$ cat config.mk
export PLATFORM = sky130hd
export DESIGN_NAME = load_store_unit_flat
export DESIGN_NICKNAME = d
export VERILOG_FILES = /design/src/rtl/load_store_unit_if.sv /design/src/rtl/load_store_unit.sv /design/src/flat_wrapper.sv
export SDC_FILE = /design/constraint.sdc
export NUM_CORES = 1
export LEC_CHECK = 0
export CAP_MARGIN = 30
export CORE_ASPECT_RATIO = 1.1
export CORE_MARGIN = 1
export CORE_UTILIZATION = 39
export CTS_BUF_LIST = sky130_fd_sc_hd__clkbuf_8
export CTS_CLUSTER_SIZE = 8
export DETAILED_ROUTE_END_ITERATION = 8
export GPL_TIMING_DRIVEN = 1
export PLACE_DENSITY = 0.65
export SLEW_MARGIN = 30
export SYNTH_ARGS = -nofsm -noshare
export SYNTH_HDL_FRONTEND = slang
export SYNTH_SLANG_ARGS = --single-unit
$ cat constraint.sdc
create_clock -name clk -period 6.1 [get_ports clk]
set_input_delay 1.22 -clock clk [delete_from_list [all_inputs] [get_ports clk]]
set_output_delay 1.22 -clock clk [all_outputs]
set_load 0.01 [all_outputs]
$ cat src/rtl/load_store_unit_if.sv
// Core/memory-facing bus of the load/store unit.
//   req_*  : sized, byte-addressed request from the core (valid/ready handshake)
//   resp_* : one-cycle completion pulse with error flag and load data
//   mem_*  : word-wide synchronous block-RAM port (mem_rw: 1 = read, 0 = write)
// slave  : the load/store unit itself.
// master : the environment, which is both the core and the memory.
interface load_store_unit_if;
    logic        req_valid;
    logic        req_ready;
    logic        req_we;
    logic [2:0]  req_funct3;
    logic [31:0] req_addr;
    logic [31:0] req_wdata;

    logic        resp_valid;
    logic        resp_err;
    logic [31:0] resp_rdata;

    logic [31:0] mem_addr;
    logic [31:0] mem_wdata;
    logic [3:0]  mem_wmask;
    logic        mem_rw;
    logic [31:0] mem_rdata;

    modport slave (
        input  req_valid, req_we, req_funct3, req_addr, req_wdata, mem_rdata,
        output req_ready, resp_valid, resp_err, resp_rdata,
        output mem_addr, mem_wdata, mem_wmask, mem_rw
    );

    modport master (
        output req_valid, req_we, req_funct3, req_addr, req_wdata, mem_rdata,
        input  req_ready, resp_valid, resp_err, resp_rdata,
        input  mem_addr, mem_wdata, mem_wmask, mem_rw
    );
endinterface

$ cat src/rtl/load_store_unit.sv
// Load/store unit between a multi-cycle RV32I core and a word-wide synchronous block RAM.
// Turns byte-addressed LB/LH/LW/LBU/LHU/SB/SH/SW requests into aligned word accesses with a
// byte write mask and extracts/extends load data. Misaligned, out-of-range or illegal
// requests complete with resp_err without touching memory. One request in flight.
// Ports:
//   clk   : clock, all state changes on the rising edge
//   reset : synchronous, active-high
//   bus   : load_store_unit_if.slave (request, response and memory signals)
// All bus outputs are registered.
module load_store_unit #(
    parameter int unsigned MEM_BYTES  = 1024,
    parameter logic [31:0] RESET_ADDR = 32'h0000_0000
) (
    input  logic             clk,
    input  logic             reset,
    load_store_unit_if.slave bus
);

    localparam logic [32:0] MemLimit = 33'(MEM_BYTES);

    typedef enum logic [1:0] {StIdle, StAccess, StLoadWait, StResp} state_e;

    state_e state_q, state_d;

    logic [1:0]  addr_lo_q,    addr_lo_d;
    logic [2:0]  funct3_q,     funct3_d;
    logic        we_q,         we_d;
    logic        req_ready_q,  req_ready_d;
    logic        resp_valid_q, resp_valid_d;
    logic        resp_err_q,   resp_err_d;
    logic [31:0] resp_rdata_q, resp_rdata_d;
    logic [31:0] mem_addr_q,   mem_addr_d;
    logic [31:0] mem_wdata_q,  mem_wdata_d;
    logic [3:0]  mem_wmask_q,  mem_wmask_d;
    logic        mem_rw_q,     mem_rw_d;

    logic        accept;
    logic [2:0]  size;
    logic        f3_legal;
    logic        misaligned;
    logic        out_of_range;
    logic        req_err;
    logic [32:0] last_byte;
    logic [31:0] shifted;
    logic [31:0] load_ext;

    // req_ready_q is high exactly in IDLE
    assign accept = bus.req_valid && req_ready_q;

    // Request legality, evaluated on the incoming request
    always_comb begin
        size     = 3'd1;
        f3_legal = 1'b1;
        case (bus.req_funct3)
            3'd0, 3'd4: size = 3'd1;
            3'd1, 3'd5: size = 3'd2;
            3'd2:       size = 3'd4;
            default: begin
                size     = 3'd1;
                f3_legal = 1'b0;
            end
        endcase
        // Stores have no unsigned variants
        if (bus.req_we && bus.req_funct3[2]) begin
            f3_legal = 1'b0;
        end
        misaligned = ((size == 3'd2) && bus.req_addr[0]) ||
                     ((size == 3'd4) && (bus.req_addr[1:0] != 2'b00));
        // 33-bit sum so a wrap past 0xFFFFFFFF lands above the limit
        last_byte    = {1'b0, bus.req_addr} + {30'b0, size} - 33'd1;
        out_of_range = ({1'b0, bus.req_addr} >= MemLimit) || (last_byte >= MemLimit);
        req_err      = !f3_legal || misaligned || out_of_range;
    end

    // Load extraction from the registered memory word
    always_comb begin
        shifted = bus.mem_rdata >> {addr_lo_q, 3'b000};
        case (funct3_q)
            3'd0:    load_ext = {{24{shifted[7]}}, shifted[7:0]};
            3'd1:    load_ext = {{16{shifted[15]}}, shifted[15:0]};
            3'd4:    load_ext = {24'b0, shifted[7:0]};
            3'd5:    load_ext = {16'b0, shifted[15:0]};
            default: load_ext = shifted;
        endcase
    end

    // State register
    always_ff @(posedge clk) begin
        if (reset) begin
            state_q <= StIdle;
        end else begin
            state_q <= state_d;
        end
    end

    // Next-state logic
    always_comb begin
        state_d = state_q;
        unique case (state_q)
            StIdle: begin
                if (accept) begin
                    state_d = req_err ? StResp : StAccess;
                end
            end
            StAccess:   state_d = we_q ? StResp : StLoadWait;
            StLoadWait: state_d = StResp;
            StResp:     state_d = StIdle;
            default:    state_d = StIdle;
        endcase
    end

    // Next values of the registered outputs and request context
    always_comb begin
        addr_lo_d    = addr_lo_q;
        funct3_d     = funct3_q;
        we_d         = we_q;
        resp_err_d   = resp_err_q;
        resp_rdata_d = resp_rdata_q;
        mem_addr_d   = mem_addr_q;
        mem_wdata_d  = mem_wdata_q;
        mem_wmask_d  = mem_wmask_q;
        mem_rw_d     = mem_rw_q;
        req_ready_d  = (state_d == StIdle);
        resp_valid_d = (state_d == StResp);

        unique case (state_q)
            StIdle: begin
                if (accept) begin
                    if (req_err) begin
                        resp_err_d   = 1'b1;
                        resp_rdata_d = 32'h0;
                    end else begin
                        addr_lo_d  = bus.req_addr[1:0];
                        funct3_d   = bus.req_funct3;
                        we_d       = bus.req_we;
                        mem_addr_d = {bus.req_addr[31:2], 2'b00};
                        if (bus.req_we) begin
                            mem_rw_d = 1'b0;
                            case (bus.req_funct3[1:0])
                                2'd0: begin
                                    mem_wdata_d = {4{bus.req_wdata[7:0]}};
                                    mem_wmask_d = 4'b0001 << bus.req_addr[1:0];
                                end
                                2'd1: begin
                                    mem_wdata_d = {2{bus.req_wdata[15:0]}};
                                    mem_wmask_d = bus.req_addr[1] ? 4'b1100 : 4'b0011;
                                end
                                default: begin
                                    mem_wdata_d = bus.req_wdata;
                                    mem_wmask_d = 4'b1111;
                                end
                            endcase
                        end else begin
                            mem_rw_d    = 1'b1;
                            mem_wmask_d = 4'b0000;
                        end
                    end
                end
            end
            StAccess: begin
                // Memory acts on this edge; drop the write strobe afterwards
                mem_rw_d    = 1'b1;
                mem_wmask_d = 4'b0000;
                if (we_q) begin
                    resp_err_d   = 1'b0;
                    resp_rdata_d = 32'h0;
                end
            end
            StLoadWait: begin
                resp_err_d   = 1'b0;
                resp_rdata_d = load_ext;
            end
            StResp: begin
                mem_addr_d = RESET_ADDR;
            end
            default: begin
                mem_rw_d = 1'b1;
            end
        endcase
    end

    always_ff @(posedge clk) begin
        if (reset) begin
            addr_lo_q    <= 2'b00;
            funct3_q     <= 3'd0;
            we_q         <= 1'b0;
            req_ready_q  <= 1'b1;
            resp_valid_q <= 1'b0;
            resp_err_q   <= 1'b0;
            resp_rdata_q <= 32'h0;
            mem_addr_q   <= RESET_ADDR;
            mem_wdata_q  <= 32'h0;
            mem_wmask_q  <= 4'b0000;
            mem_rw_q     <= 1'b1;
        end else begin
            addr_lo_q    <= addr_lo_d;
            funct3_q     <= funct3_d;
            we_q         <= we_d;
            req_ready_q  <= req_ready_d;
            resp_valid_q <= resp_valid_d;
            resp_err_q   <= resp_err_d;
            resp_rdata_q <= resp_rdata_d;
            mem_addr_q   <= mem_addr_d;
            mem_wdata_q  <= mem_wdata_d;
            mem_wmask_q  <= mem_wmask_d;
            mem_rw_q     <= mem_rw_d;
        end
    end

    assign bus.req_ready  = req_ready_q;
    assign bus.resp_valid = resp_valid_q;
    assign bus.resp_err   = resp_err_q;
    assign bus.resp_rdata = resp_rdata_q;
    assign bus.mem_addr   = mem_addr_q;
    assign bus.mem_wdata  = mem_wdata_q;
    assign bus.mem_wmask  = mem_wmask_q;
    assign bus.mem_rw     = mem_rw_q;

endmodule

$ cat src/flat_wrapper.sv
// flat-port wrapper written by rule: the top's interface ports become plain ports
module load_store_unit_flat 
#(
    parameter int unsigned MEM_BYTES  = 1024,
    parameter logic [31:0] RESET_ADDR = 32'h0000_0000
)
  (clk, reset, bus_req_valid, bus_req_we, bus_req_funct3, bus_req_addr, bus_req_wdata, bus_mem_rdata, bus_req_ready, bus_resp_valid, bus_resp_err, bus_resp_rdata, bus_mem_addr, bus_mem_wdata, bus_mem_wmask, bus_mem_rw);
  load_store_unit_if bus_i ();
  input  logic clk;
  input  logic reset;
  input wire logic [$bits(bus_i.req_valid)-1:0] bus_req_valid;
  input wire logic [$bits(bus_i.req_we)-1:0] bus_req_we;
  input wire logic [$bits(bus_i.req_funct3)-1:0] bus_req_funct3;
  input wire logic [$bits(bus_i.req_addr)-1:0] bus_req_addr;
  input wire logic [$bits(bus_i.req_wdata)-1:0] bus_req_wdata;
  input wire logic [$bits(bus_i.mem_rdata)-1:0] bus_mem_rdata;
  output wire logic [$bits(bus_i.req_ready)-1:0] bus_req_ready;
  output wire logic [$bits(bus_i.resp_valid)-1:0] bus_resp_valid;
  output wire logic [$bits(bus_i.resp_err)-1:0] bus_resp_err;
  output wire logic [$bits(bus_i.resp_rdata)-1:0] bus_resp_rdata;
  output wire logic [$bits(bus_i.mem_addr)-1:0] bus_mem_addr;
  output wire logic [$bits(bus_i.mem_wdata)-1:0] bus_mem_wdata;
  output wire logic [$bits(bus_i.mem_wmask)-1:0] bus_mem_wmask;
  output wire logic [$bits(bus_i.mem_rw)-1:0] bus_mem_rw;
  assign bus_i.req_valid = bus_req_valid;
  assign bus_i.req_we = bus_req_we;
  assign bus_i.req_funct3 = bus_req_funct3;
  assign bus_i.req_addr = bus_req_addr;
  assign bus_i.req_wdata = bus_req_wdata;
  assign bus_i.mem_rdata = bus_mem_rdata;
  assign bus_req_ready = bus_i.req_ready;
  assign bus_resp_valid = bus_i.resp_valid;
  assign bus_resp_err = bus_i.resp_err;
  assign bus_resp_rdata = bus_i.resp_rdata;
  assign bus_mem_addr = bus_i.mem_addr;
  assign bus_mem_wdata = bus_i.mem_wdata;
  assign bus_mem_wmask = bus_i.mem_wmask;
  assign bus_mem_rw = bus_i.mem_rw;
  load_store_unit #(.MEM_BYTES(MEM_BYTES), .RESET_ADDR(RESET_ADDR)) u_core (.clk(clk), .reset(reset), .bus(bus_i));
endmodule
==> results_dict.tcl, run 1 <==
set metrics [dict create \
    cts.path.max_buffers 2 \
    cts_root_buffer "clkbuf_8" \
    htreeDepth 3 \
    antenna_found_initial 0 \
    worstSetupStartpointType "input pin" \
    ir_drop_mv 0.190 \
    synth-seq-area-share_pct 25.1 \
    layout-drive-gt1-share_pct 7.53 \
    drt_pass1_iterations 7 \
    initial_core_util_pct 39.7 \
    power_frac_seq_pct 36.5 \
    path_buf_inv 3 \
    ant_nets 0 \
    synth_seq_cells 110 \
    die-area_sq_mm 0.0231 \
    hold_buffers 0 \
    rows 57 \
    slew_headroom_pct 47.3 \
    reg2reg_from "u_core.state_q[0]" \
    rsz0062_at_grt "false" \
    ys_top_cells_by_area "dfxtp_1 25%, mux2i_1 8.4%, ha_1 8.3%" \
    power.internal_mw 1.34 \
    synth_top_area_share_pct 25.1 \
    pwr-share-comb_pct 42.2 \
    grt_util_all_layers_pct 23.4 \
    finalSetupViolations 0 \
    fin_crit_sh_pct 91.3 \
    post-cts-setup-buffers 0 \
    layout.nets 1432 \
    place.gp.congestion 0.922 \
    clk_latency_ns 0.40 \
    vias 8546 \
    first_iter_violations 439 \
    cts_tree "built" \
    max_freq_mhz 179 \
    io-pin-count 207 \
    ys.warnings.count 0 \
    drt-total-wl_um 27500 \
    critPathCapture "u_core.bus.mem_wdata[12]" \
    r2r_cells 6 \
    avgSynthCellArea_sq_um 8.02 \
    r2r_end "u_core.bus.resp_rdata[30]" \
    syn2layout_area_growth_pct 28.7 \
    die_y_um 159 \
    cpPeakStageDelay_ns 0.52 \
    clockPowerShare_pct 21.4 \
    p_leak_nw 4.42 \
    maxCapViolCount 0 \
    reg2reg_slack_ns 3.76 \
    portBuffers 204 \
    critPathMaxFanout 33 \
    drc 0 \
    path_depth 16 \
    grt_overflow_total 0 \
    setup.worst_path.class "input pin to flip-flop" \
    setup_ws_ns 0.528 \
    yosys.cell_types.count 87 \
    dieWidth_um 145 \
    grt_max_degree 105 \
    synthArstFlopShare_pct 0 \
    wire_per_inst_um 17.5 \
    synth.cell_area_sq_mm 0.00877 \
    final_max_slew_viol_count 0 \
    cts.sinks 110 \
    synth_edf_count 0 \
    powerDensity_mw_per_mm2 191 \
    p_sw_mw 0.818 \
    crit_path_cell_trace "clkdlybuf4s50_1, or3b_2, ha_1, fa_1, nor2b_1, o2111a_1, o211ai_2, buf_4, o221a_1, a22o_1, nor4_2, o2111ai_1, nor4_4, nand2_4, buf_12, mux2_4" \
    crit_path_end_kind "flip-flop" \
    status "finished, final reports clean" \
    critPathLaunch "bus_req_funct3[1]" \
    period_minus_slack_ns 5.57 \
    hp-class "flip-flop to flip-flop" \
    cts_resized 0 \
    grtUsageMet2_pct 40.8 \
    antennaDiodeCount 0 \
    synthFlopType "dfxtp_1" \
    path_delay_family "simple AND/OR/NAND/NOR gates" \
    finalHoldViolCount 0 \
    crit_slowest_cell "or3b_2" \
    swShare_pct 37.9 \
    yosysTopAreaCell "dfxtp_1" \
    grt_pass1_vias 8222 \
    worstPathRequired_ns 6.38 \
    viasPerCell 5.44 \
    grt-busiest-layer "met2" \
    grt_first_pass_wirelength_um 43900 \
    worstMarginPinSlew_ns 0.786 \
    core_area_sq_mm 0.0221 \
    setup_tns_ns 0 \
    grt.met1_usage_pct 30.3 \
    cts_buffers 9 \
    arrival_ns 5.86 \
    clock_skew_ns 0.0153 \
    dp_hpwl_um 20700 \
    path_clk_slew_ns 0.12 \
    use_met3_pct 3.01 \
    synthCells 1094 \
    pre_cts_slack_ns 0.0871 \
]
## cell usage in the layout (no fill, tap or decap), drive strengths merged, types with 4 or more instances in the layout
cell type / n
nor2: 74
nor2b: 47
o211ai: 6
clkdlybuf4s50: 203
nor4: 7
a2111oi: 4
a211oi: 16
mux2i: 74
or3: 5
nand3: 8
o2111a: 5
nand2b: 60
o31a: 4
clkbuf: 11
nand3b: 66
nor3: 12
ha: 58
a21oi: 117
a31oi: 4
o2111ai: 6
dfxtp: 110
a21o: 9
nand4: 17
a21boi: 5
o21a: 7
nand2: 84
inv: 66
o21ai: 66
nor3b: 4
and3: 6
or4: 7
mux2: 26
buf: 25
## worst register-to-register path: cells and delay by family, from the launching register on
| kind | cells | cell delay [ns] |
|---|---|---|
| buffers and inverters | 1 | 0.10 |
| AOI/OAI and AO/OA | 1 | 0.56 |
| DFF | 1 | 0.35 |
| adders and majority gates | 1 | 0.35 |
| muxes | 1 | 0.16 |
| and+or+nand+nor | 2 | 0.75 |
## worst min-delay path by stage
| stage | startpoint | end | depth (start not counted) |
|---|---|---|---|
| after floorplan | u_core.we_q | u_core.we_q | 2 |
| after global placement | u_core.bus.resp_rdata[8] | u_core.bus.resp_rdata[8] | 2 |
| after detailed placement | u_core.bus.resp_rdata[24] | u_core.bus.resp_rdata[24] | 2 |
| after CTS | u_core.bus.resp_rdata[24] | u_core.bus.resp_rdata[24] | 2 |
| after global routing | u_core.bus.resp_rdata[2] | u_core.bus.resp_rdata[2] | 2 |
| final | u_core.bus.resp_rdata[21] | u_core.bus.resp_rdata[21] | 2 |
## kinds of logic (layout without fill, tap and decap cells)
family,after synthesis,count (layout),synth area share [%]
and+or+nand+nor,414,414,27.0
AOI/OAI and AO/OA,278,278,19.9
buffers and inverters,128,308,6.38
DFF,110,110,25.1
muxes,100,100,12.7
adders and majority gates,59,59,8.50
xor gates and xnor gates,4,4,0.400
other,1,2,0.0428
## synthesized netlist by cell type, drive strengths merged (17+ instances only)
library cell	n
nor2b	47
mux2i	74
nand4	17
buf	24
o21ai	66
a21oi	117
inv	64
clkbuf	40
mux2	26
nand3b	66
nor2	74
ha	58
nand2b	60
nand2	84
dfxtp	110
## metrics by stage
step	std cells	cell area, sq um	util [%]	total power [mW]	hold WS [ns]
3_3_place_gp	1553	11100	50.0	1.68	0.459
4_1_cts	1569	11300	50.9	2.14	0.482
2_1_floorplan	1095	8770	-	1.38	0.463
6_report	1570	11300	51.0	2.16	0.479
3_5_place_dp	1553	11100	50.0	1.68	0.461
5_1_grt	1570	11300	51.0	2.29	0.501
## per-layer routing
metal  part of all wire [%]  vias to the layer above
met5                      0                        -
met4                    1.6                        0
met3                    4.6                       30
met2                     48                      267
met1                     45                     4011
li1                       -                     4238
## layout make-up
class / count / area, sq um
fillers: 2166 / 10800
multi-input cells: 857 / 6010
repair buffers: 228 / 2270
flip-flops and latches: 110 / 2200
well taps: 295 / 369
inverters: 64 / 240
clock buffers: 11 / 151
clock inverters: 5 / 40.0
## power groups by stage
stage	clock network (mW)	registers, mW	logic (mW)
finish	0.461	0.787	0.910
global route	0.504	0.791	0.992
CTS	0.478	0.788	0.879
detailed placement	0	0.804	0.875
global placement	0	0.803	0.873
floorplan	0	0.813	0.567
## registers in the layout, summed over array words and instances, names as in the netlist
| signal | count |
|---|---|
| u_core.funct3_q | 3 |
| u_core.bus.resp_rdata | 32 |
| u_core.bus.mem_wmask | 4 |
| u_core.state_q | 2 |
| u_core.bus.mem_wdata | 32 |
| u_core.bus.resp_valid | 1 |
| u_core.we_q | 1 |
| u_core.bus.mem_addr | 30 |
| u_core.bus.resp_err | 1 |
| u_core.addr_lo_q | 2 |
| u_core.bus.mem_rw | 1 |
| u_core.bus.req_ready | 1 |
(Power assumes the default switching activity.)
==> run 2: changes to the inputs <==
--- a/config.mk
+++ b/config.mk
@@ -18,3 +18,4 @@
 export SYNTH_ARGS = -nofsm -noshare
 export SYNTH_HDL_FRONTEND = slang
 export SYNTH_SLANG_ARGS = --single-unit
+export TNS_END_PERCENT = 10
==> results of run 2 <==
Final layout, timing and power as in run 1 (identical DEF).
